$ cat src/rtl/fifo_wr_arbiter.sv
// fifo_wr_arbiter
//   Round-robin arbiter for the write side of the asynchronous FIFO.
//   NREQ requesters share one write interface (winc/wdata). A winning
//   requester may keep the port for up to BURST consecutive words.
//   Grants are combinational and zero-latency: the granted word is written
//   in the same cycle that gnt is high. Grants are blocked while wfull is high.
//
// Ports
//   wclk          write-domain clock
//   wrst_n        synchronous active-low reset
//   req           per-requester write request
//   req_data      packed data, requester i at [i*DATASIZE +: DATASIZE]
//   wfull         FIFO full flag; no grant is issued while high
//   gnt           one-hot grant (combinational)
//   winc          FIFO write strobe (|gnt)
//   wdata         data slice of the granted requester, 0 when idle
//   owner         registered current/last burst owner index
//   burst_active  high while a burst is in progress
module fifo_wr_arbiter #(
  parameter int unsigned DATASIZE = 8,
  parameter int unsigned NREQ     = 4,
  parameter int unsigned BURST    = 4
) (
  input  logic                         wclk,
  input  logic                         wrst_n,
  input  logic [NREQ-1:0]              req,
  input  logic [NREQ*DATASIZE-1:0]     req_data,
  input  logic                         wfull,
  output logic [NREQ-1:0]              gnt,
  output logic                         winc,
  output logic [DATASIZE-1:0]          wdata,
  output logic [$clog2(NREQ)-1:0]      owner,
  output logic                         burst_active
);

  localparam int unsigned     PW        = $clog2(NREQ);
  localparam logic [PW-1:0]   LAST_IDX  = PW'(NREQ - 1);
  localparam logic [7:0]      BURST_LEN = 8'(BURST);

  typedef enum logic {ST_IDLE, ST_BURST} state_t;

  state_t         state;
  logic [PW-1:0]  rr_ptr;
  logic [7:0]     burst_cnt;
  logic [7:0]     cnt_nxt;

  logic           found_hi;
  logic           found_any;
  logic [PW-1:0]  sel_hi;
  logic [PW-1:0]  sel_any;
  logic [PW-1:0]  rr_sel;

  // Explicit wrap at NREQ-1 so non-power-of-2 NREQ stays in range.
  function automatic logic [PW-1:0] next_idx(input logic [PW-1:0] x);
    return (x == LAST_IDX) ? '0 : x + 1'b1;
  endfunction

  // Rotating priority split into two linear scans: the lowest set request
  // at or above rr_ptr wins; otherwise the lowest set request overall
  // (the wrapped part of the rotation).
  always_comb begin
    found_hi  = 1'b0;
    found_any = 1'b0;
    sel_hi    = '0;
    sel_any   = '0;
    for (int unsigned i = 0; i < NREQ; i++) begin
      if (req[i] && !found_any) begin
        found_any = 1'b1;
        sel_any   = PW'(i);
      end
      if (req[i] && !found_hi && (PW'(i) >= rr_ptr)) begin
        found_hi = 1'b1;
        sel_hi   = PW'(i);
      end
    end
    rr_sel = found_hi ? sel_hi : sel_any;
  end

  always_comb begin
    gnt = '0;
    if (wrst_n && !wfull) begin
      if (state == ST_IDLE) begin
        if (found_any) gnt[rr_sel] = 1'b1;
      end else if (req[owner]) begin
        gnt[owner] = 1'b1;
      end
    end
  end

  assign winc = |gnt;

  always_comb begin
    wdata = '0;
    for (int unsigned i = 0; i < NREQ; i++) begin
      if (gnt[i]) wdata = req_data[i*DATASIZE +: DATASIZE];
    end
  end

  assign cnt_nxt      = burst_cnt + 8'd1;
  assign burst_active = (state == ST_BURST);

  always_ff @(posedge wclk) begin
    if (!wrst_n) begin
      state     <= ST_IDLE;
      rr_ptr    <= '0;
      owner     <= '0;
      burst_cnt <= '0;
    end else begin
      case (state)
        ST_IDLE: begin
          if (!wfull && found_any) begin
            owner <= rr_sel;
            if (BURST == 1) begin
              rr_ptr <= next_idx(rr_sel);
            end else begin
              burst_cnt <= 8'd1;
              state     <= ST_BURST;
            end
          end
        end
        ST_BURST: begin
          // While full, owner and count simply hold.
          if (!wfull) begin
            if (req[owner]) begin
              if (cnt_nxt == BURST_LEN) begin
                rr_ptr    <= next_idx(owner);
                burst_cnt <= '0;
                state     <= ST_IDLE;
              end else begin
                burst_cnt <= cnt_nxt;
              end
            end else begin
              // Owner dropped out: give up the port, costing one idle cycle.
              rr_ptr    <= next_idx(owner);
              burst_cnt <= '0;
              state     <= ST_IDLE;
            end
          end
        end
        default: state <= ST_IDLE;
      endcase
    end
  end

endmodule

$ cat config.mk
export PLATFORM = sky130hd
export DESIGN_NAME = fifo_wr_arbiter
export DESIGN_NICKNAME = d
export VERILOG_FILES = /design/src/rtl/fifo_wr_arbiter.sv
export SDC_FILE = /design/constraint.sdc
export NUM_CORES = 1
export LEC_CHECK = 0
export ABC_AREA = 1
export CAP_MARGIN = 0
export CORE_MARGIN = 2
export CORE_UTILIZATION = 30
export DETAILED_ROUTE_END_ITERATION = 16
export HOLD_SLACK_MARGIN = 0.05
export PLACE_DENSITY_LB_ADDON = 0.08
export SYNTH_ARGS = -nofsm -noshare
export SYNTH_HDL_FRONTEND = slang
export SYNTH_SLANG_ARGS = --single-unit
$ cat constraint.sdc
create_clock -name wclk -period 1.8 [get_ports wclk]
set_input_delay 0.27 -clock wclk [delete_from_list [all_inputs] [get_ports wclk]]
set_output_delay 0.27 -clock wclk [all_outputs]
set_load 0.03 [all_outputs]
---- Word-level counts from Yosys, hierarchy flattened ----
Cells that the tools add are included.
storage, ports and cells
  word-level logic and storage cells ...... 88
  output and inout port bits .............. 16
  bits in registers ....................... 13
cells by class
  equality and inequality tests ........... 5
  bitwise operators ....................... 2
  reduce and logical (&&, ||, !) cells .... 25
  add/sub/neg operators ................... 2
  $lt $le $gt $ge ......................... 8
  mux-type cells .......................... 42
operators by type and width
  operator             count
  $mux 8               8
  $mux 1               17
  $mux 2               8
  $mux 4               4
  $pmux 8 s2           1
  $logic_and 1x1->1    14
  $add 8x1->8 const B  1
  $eq 8x3->1 const B   1
  $logic_not 1->1      7
  $lt 2x3->1 const B   2
  $demux 1 s2          2
  $ge 1x2->1 const A   2
  $ge 2x1->1 const B   2
  $ge 2x2->1 const A   2
  $ne 2x1->1 const B   2
  $reduce_and 2->1     2
  $reduce_or 4->1      1
  $reduce_and 3->1     1
  $add 2x1->2 const B  1
  $bmux 1 s2           1
  $eq 2x2->1 const B   1
  $ne 2x2->1 const B   1
  $not 1->1            2
  $pmux 1 s2           1

---- Logic depth before layout (Yosys ltp) ----
  depth in word-level cells ............... 27
  mapped depth ............................ 13
  gate-level depth less buffers ........... 13

---- Worst setup path after synthesis ----
No wires, ideal clock.
  path kind ............................... flip-flop to output port
  from .................................... reg owner[0]
  to ...................................... out wdata[3]
  setup slack ............................. -0.504 ns
  arrival time ............................ 2.034 ns
  cell stages (with the launch flop) ...... 14
  buffers on the path ..................... 1
  data required time ...................... 1.530 ns
  cell sequence ........................... dfxtp_1 -> inv_2 -> nand2_1 -> nand3_2 -> nand2_2 -> inv_2 -> nand2_1 -> nand2_2 -> nand3_4 -> buf_6 -> nand2_1 -> inv_2 -> nand2_1 -> a21oi_1
on the way
  word-level cells in the longest chain between the ends .. 11
RTL lines
  element                                                         RTL line  RTL
  start, declared                                                 32        output logic [$clog2(NREQ)-1:0] owner,
  start signal, assigned                                          112       owner <= rr_sel;
  $lt 2x3->1 (implied by the code) or $ge 2x1->1 (tied branches)  85        gnt[owner] = 1'b1;
  $logic_and 1x1->1 (implied by the code)                         85
  $mux 1 (implied by the code)                                    85
  $demux 1 s2                                                     85
  $mux 4 *                                                        84        end else if (req[owner]) begin
  $mux 4 *                                                        82        if (state == ST_IDLE) begin
  $mux 4 *                                                        81        if (wrst_n && !wfull) begin
  $mux 8 (3 in a row)                                             95        if (gnt[i]) wdata = req_data[i*DATASIZE +: DATASIZE];
  $mux 8 *                                                        95
  end, declared                                                   31        output logic [DATASIZE-1:0] wdata,
Every way passes the cells marked *; elsewhere a longest branch is shown, timed or not. The select of a mux whose other input is x is not followed.

---- Worst setup path in the final report ----
  from .................................... reg rr_ptr[1]
  to ...................................... out wdata[3]
on the way
  word-level cells in the longest chain between the ends .. 27
RTL lines
  element                                  RTL line  RTL
  start, declared                          43        logic [PW-1:0] rr_ptr;
  start signal, assigned                   114       rr_ptr <= next_idx(rr_sel);
  start signal, assigned                   126       rr_ptr <= next_idx(owner);
  start signal, assigned                   134       rr_ptr <= next_idx(owner);
  $ge 1x2->1                               71        if (req[i] && !found_hi && (PW'(i) >= rr_ptr)) begin
  $logic_and 1x1->1                        71
  $mux 1                                   71
  $logic_not 1->1                          71
  $logic_and 1x1->1 (2 in a row)           71
  $mux 1                                   71
  $logic_not 1->1                          71
  $logic_and 1x1->1 (2 in a row)           71
  [... 7 more ...]                         --
  $logic_and 1x1->1 (implied by the code)  83        if (found_any) gnt[rr_sel] = 1'b1;
  $mux 1 (implied by the code)             83
  $demux 1 s2 *                            83
  $mux 4 *                                 83
  $mux 4 *                                 82
  $mux 4 *                                 81
  $mux 8 (3 in a row)                      95
  $mux 8 *                                 95
Every way passes the cells marked *; elsewhere a longest branch is shown, timed or not.

==> results.ini <==
[status]
outcome = finished, violations left
violations = negative setup slack

[sta]
max_freq_mhz = 477.1
max-slew-margin-rel_pct = 78.84
setup_ws_ns = -0.2960
grt_setup_unrepaired = true
min_period_over_period_pct = 116.4
report.final.slew_viol_count = 0
timing.clock.skew_ns = 0.002154
finalSetupViolCount = 13
hold_viol = 0
finalCriticalPeriod_ns = 2.096
totalNegativeSetupSlack_ns = -2.904
worstMarginPinSlew_ns = 0.3164

[power]
p_total_mw = 1.290
vdd.ir_drop.worst_v = 0.0003800
p_leak_nw = 1.237
powerDensity_nw_per_um2 = 498.4

[clock_network]
clk_transition_reported_paths_ns = 0.06
cts_buffer_depth = 2
cts.root.buffer_cell = sky130_fd_sc_hd__clkbuf_8
cts_hold_buffers = 0
numClockSinks = 13
cts_made_buffers = 3
tritoncts_clock_tree = yes
cts_max_level = 1
worstSkewPairLatency_ns = 0.25

[yosys]
synth-seq-cells = 13
synth.distinct_cells = 30
synth_nets = 279
synth_cells = 235
synth_area_per_cell_sq_um = 5.910
ys_warn_count = 0
synth_seq_area_share_pct = 18.74
mappedNetlistArea_sq_um = 1389

[critical_path]
rr_worst_depth = 10
top_cell_by_count_worst_path = sky130_fd_sc_hd__buf_6
rr_startpoint = burst_cnt[0]
worstPathCellList = nor2_4, nand2_4, nand3_4, buf_6, nand3_2, nand2_2, nand3_4, buf_6, nand2_2, inv_2, a21oi_4, buf_6
ff2ff_setup_slack_ns = 0.21
reg2reg_to = rr_ptr[0]
critical_path.endpoint_type = output pin
arrival_ns = 1.83
worst-path-max-fanout = 5
max_stage_delay_ns = 0.38
crit_slowest_cell = sky130_fd_sc_hd__dfxtp_4
critical_path.top_delay_family = simple AND/OR/NAND/NOR gates
critical_path_required_ns = 1.53
cell_count_along_the_critical_path = 12
cp-start-kind = flop
crit_type = reg2out
path_buf_inv = 4

[finish]
number_of_antenna_diodes = 0
final_net_count = 377
area_delta_synth_final_pct = 86.31
final_common_cell = sky130_fd_sc_hd__nand2_1
layout.cells.most_common_list = sky130_fd_sc_hd__nand2_1 (65), sky130_fd_sc_hd__clkdlybuf4s50_1 (37), sky130_fd_sc_hd__buf_4 (32)
drive_above_1_share_pct = 37.65
fillerInstances = 418

[global_routing]
grt.total_usage_pct = 17.12
grt_first_pass_wirelength_mm = 7.217
grt_start_max_net_pins = 12
via_count_of_the_first_global_routing_pass = 1619
globalRoute.totalOverflow = 0
antenna_violations_before_repair = 0

[floorplan]
floorplan.initialDensity_pct = 31.46
core_region_area_sq_um = 4414
die_h_microns = 72.04
floorplan.rows = 24
dieArea_sq_um = 5190
floorplan.io_pins = 55
fp.dieW_microns = 72.04

[detailed_routing]
routedWlPerCell_microns = 11.61
drt_drc_violations_left = 0
top_layer_used = met4
met3_wirelength_microns = 252
detailedRoute.firstPassIterationCount = 6
final_wirelength_mm = 4.460
vias = 1752
drtAntennaViolNets = 0
detail_route.iter0.violations = 74
routed-wl-met2_mm = 2.059
drt-vias-per-instance = 4.563
met1Wirelength_mm = 2.127

[worst_hold_path]
hp-class = reg2reg
min_delay_worst_endpoint = burst_cnt[7]
min_path_cells = 2
min_from = burst_cnt[7]

[place]
gpl_congestion = 0.8174
detailedPlacementHpwl_mm = 3.309
port_buffers = 54

[job]
drv.max_cap_violation_count = 0

## flip-flops by register name, indices dropped and copies added, names as in the netlist
name and flops:
burst_cnt 8, burst_active 1, rr_ptr 2, owner 2
## cells in the mapped netlist
cell | n | area (sq um)
sky130_fd_sc_hd__inv_2 | 8 | 30.03
sky130_fd_sc_hd__xor2_1 | 2 | 17.52
sky130_fd_sc_hd__o21bai_1 | 3 | 22.52
sky130_fd_sc_hd__o21bai_2 | 5 | 56.30
sky130_fd_sc_hd__nor2_1 | 9 | 33.78
sky130_fd_sc_hd__o211ai_1 | 1 | 7.510
sky130_fd_sc_hd__nor2_4 | 1 | 11.26
sky130_fd_sc_hd__o21ai_0 | 3 | 15.01
sky130_fd_sc_hd__a221oi_1 | 1 | 8.760
sky130_fd_sc_hd__nand4_1 | 5 | 31.28
sky130_fd_sc_hd__nand3_1 | 29 | 145.1
sky130_fd_sc_hd__buf_4 | 1 | 7.510
sky130_fd_sc_hd__nor3_1 | 1 | 5.000
sky130_fd_sc_hd__nor2_2 | 3 | 18.77
sky130_fd_sc_hd__a21oi_1 | 14 | 70.07
sky130_fd_sc_hd__a21oi_2 | 1 | 8.760
sky130_fd_sc_hd__nand2_2 | 5 | 31.28
sky130_fd_sc_hd__or2_2 | 1 | 6.260
sky130_fd_sc_hd__nand3_4 | 1 | 17.52
sky130_fd_sc_hd__a31oi_1 | 1 | 6.260
sky130_fd_sc_hd__inv_1 | 34 | 127.6
sky130_fd_sc_hd__a21oi_4 | 1 | 16.27
sky130_fd_sc_hd__dfxtp_1 | 13 | 260.3
sky130_fd_sc_hd__nand3_2 | 4 | 40.04
sky130_fd_sc_hd__buf_6 | 1 | 11.26
sky130_fd_sc_hd__nor3_2 | 1 | 10.01
sky130_fd_sc_hd__o21ai_1 | 1 | 5.000
sky130_fd_sc_hd__ha_1 | 5 | 62.56
sky130_fd_sc_hd__nand2_1 | 79 | 296.5
sky130_fd_sc_hd__xnor2_1 | 1 | 8.760
## cell type report
type	instances	area [sq um]	share of cell area, %
Clock buffer	3	41.29	1.596
Clock inverter	1	5.005	0.1934
Inverter	42	172.7	6.673
Multi-Input combinational cell	180	1170	45.21
Sequential cell	13	276.5	10.69
Tap cell	52	65.06	2.515
Timing Repair Buffer	92	852.1	32.93
Timing Repair inverter	1	5.005	0.1934
## power breakdown
group	total (mW)	switching [mW]	internal [mW]
clock	0.263	0.110	0.153
sequential	0.324	0.0244	0.300
combinational	0.702	0.365	0.338
total	1.29	0.499	0.791
## worst max path at each step
stage,endpoint,start
floorplan,wdata[3],owner[0]
global placement,wdata[3],req[1]
detailed placement,wdata[3],req[1]
CTS,wdata[4],rr_ptr[0]
global route,wdata[3],rr_ptr[1]
finish,wdata[3],rr_ptr[1]
## per-stage QoR
stage                     cell area [sq um]  instances  util, %  hold WS [ns]  setup slack [ns]
after CTS                              2470        381    55.95        0.4898           -0.2998
after global placement                 2213        371    50.14        0.4777           -0.5632
after floorplan                        1423        235        -        0.3907         -0.005694
after detailed placement               2213        371    50.14        0.4802           -0.5924
final                                  2587        384    58.62        0.4892           -0.2960
after global routing                   2587        384    58.62        0.5153           -0.4009
## per-layer routing
layer | up-vias | track usage, %
met5 | - | 0
met4 | 0 | 3.145
met3 | 2 | 3.750
met1 | 752 | 22.38
met2 | 48 | 29.22
li1 | 950 | -
## tightest hold or removal path, delay by kind of cell (launching register included)
family	cells	cell delay (ns)
AO/OA/AOI/OAI	1	0.06
AND/OR/NAND/NOR	1	0.06
flip-flops	1	0.32
## cell families (layout without fill, tap and decap cells)
family | Yosys count | count (layout) | share of synthesized area, %
xor+xnor | 3 | 3 | 1.892
compound gates | 31 | 31 | 15.59
buf+inv | 44 | 139 | 12.70
simple gates | 139 | 141 | 46.58
fa+ha+maj | 5 | 5 | 4.505
flops | 13 | 13 | 18.74
## timing repair
item | CTS | global route
gates resized for setup | 49 | 28
cloned | 1 | 2
setup endpoints to repair | 13 | 15
setup buffers | 6 | 1
hold endpoints to repair | 0 | 0
pin swaps | 8 | 13
No activity file was read; power rests on OpenSTA's default activity.
